## config.mk

```make
export PLATFORM = sky130hd
export DESIGN_NAME = coralnpu_irq_arbiter
export DESIGN_NICKNAME = d
export VERILOG_FILES = /design/src/rtl/coralnpu_irq_arbiter.sv
export SDC_FILE = /design/constraint.sdc
export NUM_CORES = 1
export LEC_CHECK = 0
export ABC_AREA = 1
export CAP_MARGIN = 20
export CORE_UTILIZATION = 39
export DETAILED_ROUTE_END_ITERATION = 10
export PLACE_DENSITY = 0.75
export SLEW_MARGIN = 10
export SYNTH_ARGS = -nofsm -noshare
export SYNTH_HDL_FRONTEND = slang
export SYNTH_SLANG_ARGS = --single-unit
```

## constraint.sdc

```tcl
create_clock -name clk -period 1.4 [get_ports clk]
set_clock_uncertainty 0.1 [all_clocks]
set_input_delay 0.28 -clock clk [delete_from_list [all_inputs] [get_ports clk]]
set_output_delay 0.28 -clock clk [all_outputs]
set_load 0.1 [all_outputs]
```

## src/rtl/coralnpu_irq_arbiter.sv

```systemverilog
// Interrupt arbiter for the CoralNPU core.
// Collects edge- or level-mode sources into a pending vector, picks the lowest
// eligible index and drives a single registered irq with a claim/complete handshake.
// A three-state FSM (idle / asserting / in service) owns irq and busy; protocol
// misuse raises a sticky err that only reset clears.
module coralnpu_irq_arbiter #(
  parameter int unsigned NUM_SRC = 8,
  parameter int unsigned ID_W    = $clog2(NUM_SRC)
) (
  input  logic               clk,
  input  logic               reset,
  input  logic [NUM_SRC-1:0] src,
  input  logic [NUM_SRC-1:0] src_en,
  input  logic [NUM_SRC-1:0] src_edge,
  input  logic               halted,
  input  logic               fault,
  input  logic               wfi,
  output logic               irq,
  input  logic               claim,
  output logic [ID_W-1:0]    claim_id,
  input  logic               complete,
  input  logic [ID_W-1:0]    complete_id,
  output logic               busy,
  output logic [NUM_SRC-1:0] pending,
  output logic               wake,
  output logic               err
);

  typedef enum logic [1:0] {
    StIdle    = 2'd0,
    StAssert  = 2'd1,
    StService = 2'd2
  } state_e;

  state_e state_q, state_d;

  logic [NUM_SRC-1:0] src_prev_q;
  logic [NUM_SRC-1:0] pending_q, pending_d;
  logic [ID_W-1:0]    claim_id_q, claim_id_d;
  logic [ID_W-1:0]    insvc_q, insvc_d;
  logic               wake_q, wake_d;
  logic               err_q, err_d;

  logic [NUM_SRC-1:0] rise;
  logic [NUM_SRC-1:0] claim_clr;
  logic [NUM_SRC-1:0] insvc_mask;
  logic [NUM_SRC-1:0] eligible;
  logic [ID_W-1:0]    winner;
  logic               any_elig;
  logic               claim_ok;
  logic               complete_ok;

  // A claim only counts while asserting; a complete only while servicing that id.
  assign claim_ok    = claim && (state_q == StAssert);
  assign complete_ok = complete && (state_q == StService) && (complete_id == insvc_q);

  // Per-source decode: rising edges, claim clear targets and the in-service mask.
  always_comb begin
    rise       = src & ~src_prev_q;
    claim_clr  = '0;
    insvc_mask = '0;
    for (int i = 0; i < NUM_SRC; i++) begin
      claim_clr[i]  = claim_ok && (claim_id_q == ID_W'(i));
      insvc_mask[i] = (state_q == StService) && (insvc_q == ID_W'(i));
    end
  end

  // Next pending vector: level bits follow src, edge bits latch until claimed.
  always_comb begin
    pending_d = '0;
    for (int i = 0; i < NUM_SRC; i++) begin
      if (src_edge[i]) begin
        // A fresh edge in the claim cycle keeps the bit set.
        pending_d[i] = (pending_q[i] && !claim_clr[i]) || rise[i];
      end else begin
        pending_d[i] = src[i];
      end
    end
  end

  // Eligibility and fixed lowest-index-first priority.
  always_comb begin
    eligible = pending_q & src_en & ~insvc_mask;
    any_elig = |eligible;
    winner   = '0;
    for (int i = NUM_SRC - 1; i >= 0; i--) begin
      if (eligible[i]) begin
        winner = ID_W'(i);
      end
    end
  end

  // FSM next state plus the claim id and in-service id that ride along with it.
  always_comb begin
    state_d    = state_q;
    claim_id_d = claim_id_q;
    insvc_d    = insvc_q;
    unique case (state_q)
      StIdle: begin
        if (any_elig && !halted && !fault) begin
          state_d    = StAssert;
          claim_id_d = winner;
        end
      end
      StAssert: begin
        if (claim) begin
          // Claim wins over a same-cycle abandon; the core already took the id.
          state_d = StService;
          insvc_d = claim_id_q;
        end else if (!any_elig || halted || fault) begin
          state_d = StIdle;
        end else begin
          claim_id_d = winner;
        end
      end
      StService: begin
        if (complete_ok) begin
          state_d = StIdle;
        end
      end
      default: begin
        state_d = StIdle;
      end
    endcase
  end

  // Registered side outputs: wake request and sticky protocol error.
  always_comb begin
    wake_d = wfi && any_elig;
    err_d  = err_q
           || (claim && (state_q != StAssert))
           || (complete && !complete_ok);
  end

  // All state, synchronously reset.
  always_ff @(posedge clk) begin
    if (reset) begin
      state_q    <= StIdle;
      src_prev_q <= '0;
      pending_q  <= '0;
      claim_id_q <= '0;
      insvc_q    <= '0;
      wake_q     <= 1'b0;
      err_q      <= 1'b0;
    end else begin
      state_q    <= state_d;
      src_prev_q <= src;
      pending_q  <= pending_d;
      claim_id_q <= claim_id_d;
      insvc_q    <= insvc_d;
      wake_q     <= wake_d;
      err_q      <= err_d;
    end
  end

  assign irq      = (state_q == StAssert);
  assign busy     = (state_q == StService);
  assign claim_id = claim_id_q;
  assign pending  = pending_q;
  assign wake     = wake_q;
  assign err      = err_q;

endmodule

```

* Yosys cells after proc, flatten, opt, wreduce, memory -nomap -nowiden
Index checks and enable logic that the tools add are counted.
** Word-level totals
- Memory bits (read-only) :: 0
- Flip-flop bits (word level) :: 26
- Bits in latches :: 0
- Input bits :: 34
- Memories kept :: 0
- Output and inout port bits :: 15
- Memory bits (writable) :: 0
- Logic and storage cells :: 124
** Cells by class
- Shift-type cells :: 0
- Order comparisons :: 0
- Equality and inequality tests :: 23
- Div/mod/pow operators :: 0
- $mul :: 0
- $add $sub $neg :: 0
- Bitwise operators :: 5
- Reduce and logical (&&, ||, !) cells :: 64
- Multiplexer cells :: 25
** Operators by type and width (number)
- 2-to-1 mux 3 bit :: 11
- logical AND 1 bit :: 32
- AND 8 bit :: 3
- equality test 3 bit, second input constant :: 8
- inverter 8 bit :: 2
- equality test 3 x 2 -> 1 bit, second input constant :: 4
- logical NOT 1 bit :: 12
- logical OR 1 bit :: 12
- 2-to-1 mux 1 bit :: 8
- 2-to-1 mux 2 bit :: 4
- OR reduction 8 bit :: 1
- equality test 3 x 1 -> 1 bit, second input constant :: 2
- logical NOT 3 bit :: 2
- inequality test 2 bit, second input constant :: 3
- one-hot mux 2 bit (3 select lines) :: 1
- one-hot mux 3 bit (2 select lines) :: 1
- inequality test 2 x 1 -> 1 bit, second input constant :: 2
- AND reduction 4 bit :: 1
- equality test 3 bit :: 1
- inequality test 3 x 1 -> 1 bit, second input constant :: 1
- AND reduction 3 bit :: 1
- equality test 2 x 1 -> 1 bit, second input constant :: 1
- equality test 2 bit, second input constant :: 1
- logical NOT 2 bit :: 1
- other kinds (2) :: 2

* Logic depth before layout (Yosys ltp)
Gate-level depths: netlist of run 1.
- Depth after elaboration :: 15
- Mapped depth :: 14
- Mapped depth without buffers :: 13

* Worst setup path after synthesis of run 1
OpenSTA, ideal clock, no wires.
- Path kind :: flip-flop to flip-flop
- From :: register pending_q[7] (netlist: pending[7])
- To :: register claim_id_q[0] (netlist: claim_id[0])
- Clock period less this slack :: 2000 ps
- Arrival time :: 1786 ps
- Data required time :: 1186 ps
- Library setup time :: 114 ps
- Setup slack :: -600 ps
- Buffers on the path :: 0
- Stages on the path, launching flop included :: 9
- Cell sequence :: dfxtp_1 nand2_1 o21bai_1 nand2_1 nor2_2 nand2_2 nand4_2 a21oi_1 nor2_1
** On the way
- Word-level cells in the longest chain between the ends :: 13
- Elaborated cells on any way between the ends :: 23
- Those cells by class :: 2 x eq/ne; 12 x mux; 2 x bitwise; 7 x reduce/logical
** Ends and longest elaborated chain
- from (decl) :: RTL line 38 : logic [NUM_SRC-1:0] pending_q, pending_d;
- from (signal assigned) :: RTL line 148 : pending_q <= pending_d;
- AND 8 bit (*) (2 in series) :: RTL line 83 : eligible = pending_q & src_en & ~insvc_mask;
- 2-to-1 mux 3 bit (8 in series) :: RTL line 87 : if (eligible[i]) begin
- 2-to-1 mux 3 bit :: RTL line 110 : end else if (!any_elig || halted || fault) begin
- 2-to-1 mux 3 bit :: RTL line 106 : if (claim) begin
- one-hot mux 3 bit (2 select lines) :: RTL line 98 : unique case (state_q)
- to (signal assigned) :: RTL line 149 : claim_id_q <= claim_id_d;
- to (decl) :: RTL line 39 : logic [ID_W-1:0] claim_id_q, claim_id_d;
Mark *: on every way between the ends. The rest lies on a longest branch, timed or not. The select of a mux whose other input is x is not followed.
A chain may end at the register's enable or synchronous reset.

* Worst setup path in the final report of run 1
- From :: register state_q[1]
- To :: output port busy
** On the way
- Word-level cells in the longest chain between the ends :: 1
** Ends and longest elaborated chain
- from (decl) :: RTL line 35 : state_e state_q, state_d;
- from (signal assigned) :: RTL line 138 : state_q <= StIdle;
- from (signal assigned) :: RTL line 146 : state_q <= state_d;
- equality test 2 bit :: RTL line 157 : assign busy = (state_q == StService);
- to (decl) :: RTL line 23 : output logic busy,
No other way between the ends.

==> summary.txt, run 1 <==
Run
  – Max cap viols: 0

Floorplan
  – I/O Pins: 49
  – Total Die Area: 3570 µm²
  – Core box area: 3100 µm²
  – Row cnt: 20
  – Initial Util: 42.0%
  – Die Wd: 59.8 µm
  – Die Height: 59.8 µm

Synth
  – Synthesized area per cell: 6.82 µm²
  – Post-Syn Area: 1300 µm²
  – Yosys cell types: 24
  – YS warnings: 0
  – #FFs+latches synth: 26
  – Seq/Total Area, Yosys: 40.0%
  – Syn Inst Count: 191
  – Syn Nets: 225

Outcome
  – Status: complete, but fails checks
  – Failing checks: negative setup slack

Worst setup path
  – Critical-path top delay cell: dfxtp_4
  – Worst endpoint data arrival time: 1.32 ns
  – Worst path bufs/invs: 4
  – CP delay by family, top: buffers and inverters
  – Startpoint class of the critical path: register
  – Req. time, crit path: 1.02 ns
  – Critical path, cell by cell: inv_4 -> nor2_4 -> buf_4 -> buf_6 -> buf_12
  – Crit Path Category: register to primary output
  – Crit path capture type: primary output
  – Worst-path fanout max: 4
  – Worst path max stage delay: 0.41 ns

Route
  – Final wirelength: 3.53 mm
  – Avg WL per Cell: 11.4 µm
  – 1st-iter DRT viols: 47
  – Vias: 1447
  – Final ANT Viol Nets: 0
  – DR pass1 iterations: 5
  – DRC Markers: 0
  – DR vias/cell: 4.68

Timing
  – Period utilisation layout: 121%
  – Setup slack after layout: -0.296 ns
  – Number of setup violations in the final report: 7
  – Fin crit period: 1.70 ns
  – Final Max Tran Viols: 0
  – Worst-Margin Slew: 0.204 ns
  – RSZ-0062 raised after global routing: true
  – Final hold slack: 0.347 ns
  – Final Hold Fails: 0
  – FMAX: 0.590 GHz
  – Normalized max-slew margin: 86.4%

Placed design
  – GPL Wtd Cong: 0.808
  – I/O Buffers: 48
  – DP Area: 2180 µm²
  – Dpl hpwl: 2.63 mm

Layout
  – FILL cells: 262
  – Diode count: 0
  – Final instance area: 2310 µm²
  – Share of layout cells above drive strength 1: 32.5%
  – Seq. cell area: 548 µm²
  – Area delta synth->final: 77.0%
  – Multi-input gate area: 709 µm²
  – Nets: 300

Power and ir drop
  – Sw Ratio: 35.5%
  – Flop pwr share: 42.0%
  – Final Total Pwr: 1.98 mW
  – Clock Power Share: 19.9%
  – Switching Power: 0.703 mW
  – Power Internal: 1.28 mW
  – Pwr dens: 859 nW/µm²
  – Combinational share of power: 38.0%
  – Leak: 1.04 nW
  – IR drop worst, VDD: 590 µV

Clock tree
  – Clock sink count: 26
  – Reg clk slew, reported paths: 0.15 ns
  – TritonCTS clock tree: built
  – Cts bufs inserted: 3
  – Root buffer cell: clkbuf_4
  – Clock Tree Buf Depth: 2
  – Latest clock arrival within the worst-skew pair: 0.33 ns
  – CTS H-tree depth: 1

Global routing
  – Largest net degree at the start of global routing: 25
  – Vias in the first global route: 1344
  – All-layer global routing usage: 20.8%
  – Total grt overflow: 0
  – Initial antenna violation count: 0
  – First-pass GRT wire length: 5.65 mm

Worst hold path
  – HP Class: input port to register
-- power by group through the flow --
stage,Sequential (mW),Clock (mW),Combinational [mW]
after floorplan,1.05,0,0.189
after global placement,0.847,0,0.724
after detailed placement,0.847,0,0.731
after CTS,0.833,0.408,0.743
after global routing,0.840,0.433,0.797
final,0.833,0.395,0.753
-- sequential cells by signal, indices dropped and copies added (netlist names) --
| name | cells |
|---|---|
| wake | 1 |
| pending | 8 |
| insvc_q | 3 |
| err | 1 |
| state_q | 2 |
| claim_id | 3 |
| src_prev_q | 8 |
-- routing by layer --
metal	global-route usage, %	vias to the layer above	routed length (µm)
met2	38.7	44	1850
met5	0	-	0
met4	4.98	0	0
met3	4.11	0	151
met1	24.0	653	1540
li1	-	750	-
-- cells in the final DEF (no fill, tap or decap), types with 4 or more instances in the layout --
master / n
nand2_1: 56
clkdlybuf4s50_1: 33
buf_4: 23
nor2_1: 22
inv_1: 21
buf_12: 16
dfxtp_2: 13
dfxtp_1: 10
o211ai_1: 8
a21oi_1: 8
o21ai_0: 7
nand2_2: 6
o21ai_1: 4
-- worst paths after layout --
| check | startpoint | end | slack (ns) | cells past startpoint |
|---|---|---|---|---|
| max | state_q[1]$_SDFFE_PP0P_ | busy | -0.30 | 5 |
| min | wfi | wake$_SDFF_PP0_ | 0.35 | 3 |
| max reg2reg | state_q[1]$_SDFFE_PP0P_ | claim_id[2]$_SDFFE_PP0P_ | -0.24 | 13 |
| min reg2reg | src_prev_q[3]$_SDFF_PP0_ | pending[3]$_SDFF_PP0_ | 0.38 | 3 |
-- synthesized netlist by cell type --
master	count	share of area [%]
o211ai_1	8	4.6
xor2_1	2	1.3
o21bai_2	2	1.7
a21oi_1	8	3.1
clkbuf_1	1	0.29
o21bai_1	3	1.7
inv_1	22	6.3
nand3_2	1	0.77
nand4_2	1	0.96
o21ai_1	3	1.2
nand2_1	60	17
buf_2	2	0.77
dfxtp_1	26	40
nand3_1	5	1.9
buf_4	1	0.58
dlygate4sd1_1	1	0.67
nor2_2	2	0.96
xnor2_1	1	0.67
inv_2	3	0.86
nand2_2	5	2.4
nand4_1	1	0.48
nor2_4	2	1.7
nor2_1	23	6.6
o21ai_0	8	3.1
-- tightest hold or removal path: stages --
cell	delay (ns)
clkdlybuf4s50_1	0.40
nand2_1	0.06
nor2_1	0.03
-- logic make-up after synthesis --
kind of cell | Yosys count | synth area share [%]
DFF | 26 | 40.0
and+or+nand+nor | 100 | 33.1
xor gates and xnor gates | 3 | 2.02
AOI/OAI and AO/OA | 32 | 15.4
buffers and inverters | 30 | 9.51
-- cell type report --
class | count | share of cell area (%)
multi-input combinational | 135 | 30.8
timing repair buffer | 75 | 37.2
sequential | 26 | 23.8
tap | 44 | 2.39
inverter | 25 | 4.34
clock buffer | 4 | 1.57
-- per-stage QoR --
stage          setup WS (ns)  cells  util (%)  TNS (ns)
2_1_floorplan         -0.483    191         -     -4.74
3_3_place_gp          -0.331    301      70.4     -4.39
3_5_place_dp          -0.365    301      70.4     -4.82
4_1_cts               -0.217    307      72.8     -1.31
5_1_grt               -0.366    309      74.3     -2.08
6_report              -0.296    309      74.3     -1.49
-- timing repair --
action	4_1_cts	5_1_grt
setup buffers	2	2
setup endpoints to repair	17	18
hold buffers	0	0
pin swaps	1	5
resized for setup	9	12
Note: power is estimated with default switching activity, not from simulation.
==> inputs of run 2 (changes only) <==
Settings changed: CAP_MARGIN 20 to default, SKIP_CTS_REPAIR_TIMING from default to 1.
==> run 2 against run 1 <==
  * The flow still finishes with violations (negative setup slack)
  * Utilization decreased by 0.28 points
  * Combinational power hardly changed
  * Fmax up 3.3%
  * Largest cell class unchanged
  * Largest power group unchanged
  * Highest routed layer is now met4
==> summary.txt, run 2 (synthesis gave the netlist of run 1 again) <==
Power and ir drop
  – Switching Power: 0.700 mW (-0.31%)
  – Final Total Pwr: 1.98 mW (-0.27%)
  – Sw Ratio: 35.5% (about the same)
  – IR drop worst, VDD: 584 µV (-0.96%)
  – Combinational share of power: 38.0% (about the same)
  – Flop pwr share: 42.1% (about the same)
  – Power Internal: 1.28 mW (-0.25%)
  – Leak: 1.02 nW (-1.9%)
  – Clock Power Share: 19.9% (about the same)
  – Pwr dens: 860 nW/µm² (+0.11%)

Placed design
  – Dpl hpwl: 2.63 mm (unchanged)
  – Placed insts: 301 (unchanged)
  – Pre-CTS setup slack: -0.365 ns (unchanged)
  – GPL Wtd Cong: 0.808 (unchanged)
  – I/O Buffers: 48 (unchanged)

Worst setup path
  – Worst endpoint data arrival time: 1.26 ns (-0.06 ns)
  – FF-to-FF Start: state_q[1]$_SDFFE_PP0P_
  – Crit Path Category: register to primary output
  – Req. time, crit path: 1.02 ns (about the same)
  – Critical path, cell by cell: inv_4 -> nor2_4 -> buf_6 -> buf_12
  – Crit. path cell count: 4 (-1)
  – Worst-path fanout max: 6 (+2)
  – Worst path max stage delay: 0.41 ns (about the same)
  – Capture point of the critical path: busy
  – Critical-path top delay cell: dfxtp_4
  – Critical path launch point: state_q[1]$_SDFFE_PP0P_
  – Worst Reg2Reg Path Length in Cells: 12 (-1)
  – CP delay by family, top: flip-flops
  – Worst reg2reg endpoint: claim_id[1]$_SDFFE_PP0P_
  – Worst reg-to-reg setup slack: -0.19 ns (+0.05 ns)
  – Crit path capture type: primary output
  – Worst path bufs/invs: 3 (-1)
  – Startpoint class of the critical path: register

Timing
  – Worst-Margin Slew: 0.200 ns (-0.00343 ns)
  – Fin crit period: 1.64 ns (-0.0544 ns)
  – Setup slack after layout: -0.242 ns (+0.0544 ns)
  – FMAX: 0.609 GHz (+3.3%)
  – Period utilisation layout: 117% (-3.9 points)
  – Final Max Tran Viols: 0 (unchanged)
  – Final Hold Fails: 0 (unchanged)
  – Number of setup violations in the final report: 7 (unchanged)
  – Normalized max-slew margin: 86.6% (+0.23 points)
  – RSZ-0062 raised after global routing: true
  – Final hold slack: 0.349 ns (+0.00232 ns)

Clock tree
  – Clock sink count: 26 (unchanged)
  – Cts bufs inserted: 3 (unchanged)
  – TritonCTS clock tree: built
  – CTS H-tree depth: 1 (unchanged)
  – Reg clk slew, reported paths: 0.16 ns (about the same)
  – Latest clock arrival within the worst-skew pair: 0.33 ns (about the same)
  – Root buffer cell: clkbuf_4
  – Clock Tree Buf Depth: 2 (unchanged)

Floorplan
  – Die Height: 59.8 µm (unchanged)
  – Die Wd: 59.8 µm (unchanged)
  – Core box area: 3100 µm² (unchanged)
  – Row cnt: 20 (unchanged)
  – Total Die Area: 3570 µm² (unchanged)
  – Initial Util: 42.0% (unchanged)
  – I/O Pins: 49 (unchanged)

Worst hold path
  – HP Class: input port to register
  – Hold path cells: 3 (unchanged)

Route
  – Final ANT Viol Nets: 0 (unchanged)
  – DR vias/cell: 4.68 (about the same)
  – Final wirelength: 3.54 mm (about the same)
  – 1st-iter DRT viols: 30 (-36%)
  – DRC Markers: 0 (unchanged)
  – DR pass1 iterations: 4 (-1)
  – Vias: 1441 (-0.41%)
  – Avg WL per Cell: 11.5 µm (+0.38%)

Layout
  – Diode count: 0 (unchanged)
  – Most frequent cells in the layout: 57 x nand2_1, 33 x clkdlybuf4s50_1, 22 x nor2_1, 22 x buf_4, 21 x inv_1
  – Post-Layout Cell Count: 308 (-0.32%)
  – Area delta synth->final: 76.4%
  – Most common cell after layout, fill and taps aside: nand2_1
  – Final core utilization: 74.0% (-0.28 points)
  – Nets: 299 (-0.33%)
  – Share of layout cells above drive strength 1: 31.8% (-0.63 points)

Run
  – Max cap viols: 0 (unchanged)

Global routing
  – Initial antenna violation count: 0 (unchanged)
  – First-pass GRT wire length: 5.49 mm (-2.9%)
  – Vias in the first global route: 1297 (-3.5%)
  – Total grt overflow: 0 (unchanged)
  – All-layer global routing usage: 20.1% (-0.68 points)
  – Largest net degree at the start of global routing: 25 (unchanged)

Outcome
  – Status: complete, but fails checks
  – Failing checks: negative setup slack
-- run 2: worst register-to-register path, cell delays in order, from the launching register on --
cell	delay (ns)
dfxtp_4	0.41
inv_4	0.05
nor2_4	0.17
nand2_1	0.09
nand2_1	0.09
nand2_2	0.08
nor2_4	0.14
nand2_4	0.08
nand3_1	0.07
nand2_1	0.07
nand2_1	0.06
nand2_1	0.04
nor2_1	0.07
-- run 2: power groups by stage --
stage | clock (mW) | combinational [mW] | sequential [mW]
floorplan | 0 | 0.189 | 1.05
global placement | 0 | 0.724 | 0.847
detailed placement | 0 | 0.731 | 0.847
global route | 0.436 | 0.792 | 0.838
finish | 0.394 | 0.750 | 0.831
CTS | 0.408 | 0.733 | 0.832
-- run 2: how the worst min path moves through the flow --
stage                                         from                        to
after floorplan                              reset  src_prev_q[1]$_SDFF_PP0_
after global routing                           wfi           wake$_SDFF_PP0_
after global placement    src_prev_q[6]$_SDFF_PP0_     pending[6]$_SDFF_PP0_
after detailed placement  src_prev_q[3]$_SDFF_PP0_     pending[3]$_SDFF_PP0_
final                                          wfi           wake$_SDFF_PP0_
after CTS                                   src[4]  src_prev_q[4]$_SDFF_PP0_
-- run 2: metrics by stage --
stage	setup TNS, ns	cell area, µm²
after floorplan	-4.74	1340
after global placement	-4.39	2180
after detailed placement	-4.82	2180
after CTS	-2.17	2220
after global routing	-1.84	2300
final	-1.19	2300
-- run 2: per-layer routing --
metal | vias up | track usage, % | part of all wire (%)
li1 | 748 | - | -
met1 | 645 | 24.2 | 45
met2 | 42 | 36.5 | 49
met3 | 6 | 4.11 | 4.5
met4 | 0 | 4.32 | 1.1
met5 | - | 0 | 0
-- run 2: final cells by class --
| type | count | area, µm² |
|---|---|---|
| Tap cell | 44 | 55.1 |
| Inverter | 25 | 100 |
| Timing Repair Buffer | 74 | 850 |
| Clock buffer | 4 | 36.3 |
| Fill cell | 253 | 806 |
| Sequential cell | 26 | 549 |
| Multi-Input combinational cell | 135 | 707 |
==> inputs of run 3 (changes only) <==
Settings changed: CORE_MARGIN from default to 5, MAX_ROUTING_LAYER from default to met4, PLACE_DENSITY 0.75 to 0.76.
==> run 3 against run 2 <==
  * The run still ends with negative setup slack left
  * Critical path depth did not move
  * Cell count is 0.32% higher
  * Critical path type unchanged
  * Critical endpoint unchanged
  * Global-route usage down 3.6 points
  * Total power is 0.31% higher
  * Register-to-register slack better by 0.03 ns
  * Sequential power barely moved
  * Wire length rose by 1.6%
  * Non-clock buffer count is 1 lower
  * Clock power fell by 1%
  * Die area is 29% higher
  * Combinational power rose by 1%
  * Worst setup slack gained 0.0088 ns
==> summary.txt, run 3 (synthesis gave the netlist of run 1 again) <==
Outcome
  – Status: complete, but fails checks
  – Failing checks: negative setup slack

Timing
  – Worst-Margin Slew: 0.251 ns (+0.0511 ns)
  – FMAX: 0.612 GHz (+0.54%)
  – RSZ-0062 raised after global routing: true
  – Number of setup violations in the final report: 10 (+3)
  – Final Max Tran Viols: 0 (unchanged)
  – Setup slack after layout: -0.233 ns (+0.00885 ns)
  – Setup_tns: -1.01 ns (+0.177 ns)
  – Period utilisation layout: 117% (-0.63 points)
  – Normalized max-slew margin: 83.2% (-3.4 points)
  – Fin crit period: 1.63 ns (-0.00885 ns)
  – Final Hold Fails: 0 (unchanged)

Layout
  – Nets: 298 (-0.33%)
  – Post-Layout Cell Count: 309 (+0.32%)
  – Diode count: 0 (unchanged)
  – Final instance area: 2330 µm² (+1.3%)
  – Most frequent cells in the layout: 53 x nand2_1, 33 x clkdlybuf4s50_1, 21 x inv_1, 21 x nor2_1, 21 x buf_4
  – Most common cell after layout, fill and taps aside: nand2_1
  – Area delta synth->final: 78.6%
  – Share of layout cells above drive strength 1: 34.2% (+2.4 points)

Placed design
  – DP Area: 2180 µm² (-0.23%)
  – Placed insts: 302 (+0.33%)
  – Dpl hpwl: 2.74 mm (+4.1%)
  – I/O Buffers: 48 (unchanged)
  – GPL Wtd Cong: 0.847 (+4.8%)

Clock tree
  – Reg clk slew, reported paths: 0.14 ns (-0.02 ns)
  – CTS H-tree depth: 1 (unchanged)
  – Root buffer cell: clkbuf_4
  – TritonCTS clock tree: built
  – Clock Tree Buf Depth: 2 (unchanged)
  – Latest clock arrival within the worst-skew pair: 0.33 ns (about the same)
  – Cts bufs inserted: 3 (unchanged)
  – Clock sink count: 26 (unchanged)

Worst hold path
  – HP Class: input port to register

Worst setup path
  – Worst path bufs/invs: 3 (unchanged)
  – Startpoint class of the critical path: register
  – CP delay by family, top: flip-flops
  – Worst path max stage delay: 0.42 ns (about the same)
  – Worst-path fanout max: 5 (-1)
  – Worst endpoint data arrival time: 1.25 ns (about the same)
  – Req. time, crit path: 1.02 ns (about the same)
  – Critical-path top delay cell: dfxtp_4
  – Crit path capture type: primary output
  – Critical path, cell by cell: inv_4 -> nor2_4 -> buf_6 -> buf_12
  – Crit Path Category: register to primary output

Route
  – DRC Markers: 0 (unchanged)
  – Avg WL per Cell: 11.6 µm (+1.3%)
  – Final wirelength: 3.59 mm (+1.6%)
  – Final ANT Viol Nets: 0 (unchanged)
  – 1st-iter DRT viols: 59 (+97%)
  – DR pass1 iterations: 4 (unchanged)
  – DR vias/cell: 4.64 (-0.81%)
  – Vias: 1434 (-0.49%)

Power and ir drop
  – Leak: 1.01 nW (-0.20%)
  – IR drop worst, VDD: 546 µV (-6.5%)
  – Pwr dens: 852 nW/µm² (-0.93%)

Floorplan
  – Die Height: 67.8 µm (+13%)
  – Die Wd: 67.8 µm (+13%)
  – Core box area: 3280 µm² (+5.8%)
  – Initial Util: 39.7% (-2.3 points)
  – Row cnt: 21 (+5.0%)
  – Total Die Area: 4600 µm² (+29%)
  – I/O Pins: 49 (unchanged)

Global routing
  – Largest net degree at the start of global routing: 25 (unchanged)
  – Total grt overflow: 0 (unchanged)
  – Vias in the first global route: 1321 (+1.9%)
  – First-pass GRT wire length: 5.68 mm (+3.5%)
  – Initial antenna violation count: 0 (unchanged)
  – All-layer global routing usage: 16.5% (-3.6 points)

Run
  – Max cap viols: 0 (unchanged)
==> run 3: cell types whose count changed in the layout (fill, tap and decap cells not counted) <==
cell | previous run | this run
nor2_1 | 22 | 21
nor2_4 | 4 | 2
nand2_2 | 7 | 11
nand3_1 | 2 | 1
nand3_4 | 0 | 1
o21bai_2 | 2 | 1
o21bai_4 | 0 | 2
nor2_2 | 1 | 4
o21bai_1 | 3 | 2
nand2_1 | 57 | 53
buf_4 | 22 | 21
==> run 3: final timing paths <==
path,startpoint,end,slack (ns),cells past startpoint
setup reg to reg,state_q[0]$_SDFFE_PP0P_,claim_id[1]$_SDFFE_PP0P_,-0.16,11
setup / recovery,state_q[1]$_SDFFE_PP0P_,busy,-0.23,4
hold reg to reg,src_prev_q[4]$_SDFF_PP0_,pending[4]$_SDFF_PP0_,0.38,3
hold / removal,src[3],src_prev_q[3]$_SDFF_PP0_,0.35,3
==> run 3: metal layers <==
layer	vias to the layer above	wire, µm	GRT usage [%]
li1	747	-	-
met1	637	1440	19.8
met2	41	1790	28.1
met3	9	274	3.33
met4	0	87	4.47
met5	-	0	-
==> run 3: final cells by class <==
type / instances / area [µm²]
inverters: 25 / 100
flip-flops and latches: 26 / 549
clock buffers: 4 / 36.3
repair buffers: 73 / 842
well taps: 46 / 57.6
multi-input cells: 135 / 741
fillers: 262 / 958
==> run 3: power by group <==
| part | leakage (nW) | switching [mW] | internal (mW) |
|---|---|---|---|
| logic | 0.772 | 0.426 | 0.335 |
| registers | 0.222 | 0.0435 | 0.788 |
| clock network | 0.0210 | 0.230 | 0.159 |
==> run 3: worst reg2reg max path, cell delays in order (launching register included) <==
cell	delay, ns
dfxtp_4	0.39
inv_2	0.08
nand2_1	0.08
o21bai_1	0.18
nand2_1	0.10
nor2_2	0.16
nand2_4	0.10
nand3_2	0.07
nand2_2	0.05
nand2_1	0.05
nand2_1	0.05
nor2_1	0.09
==> run 3: through the flow <==
stage / hold WS, ns / power (mW) / utilization (%) / worst slack, ns
after floorplan: 0.263 / 1.24 / - / -0.483
after global placement: 0.345 / 1.57 / 66.3 / -0.372
after detailed placement: 0.352 / 1.58 / 66.3 / -0.384
after CTS: 0.347 / 1.96 / 67.4 / -0.329
after global routing: 0.345 / 2.07 / 70.8 / -0.301
final: 0.352 / 1.98 / 70.8 / -0.233
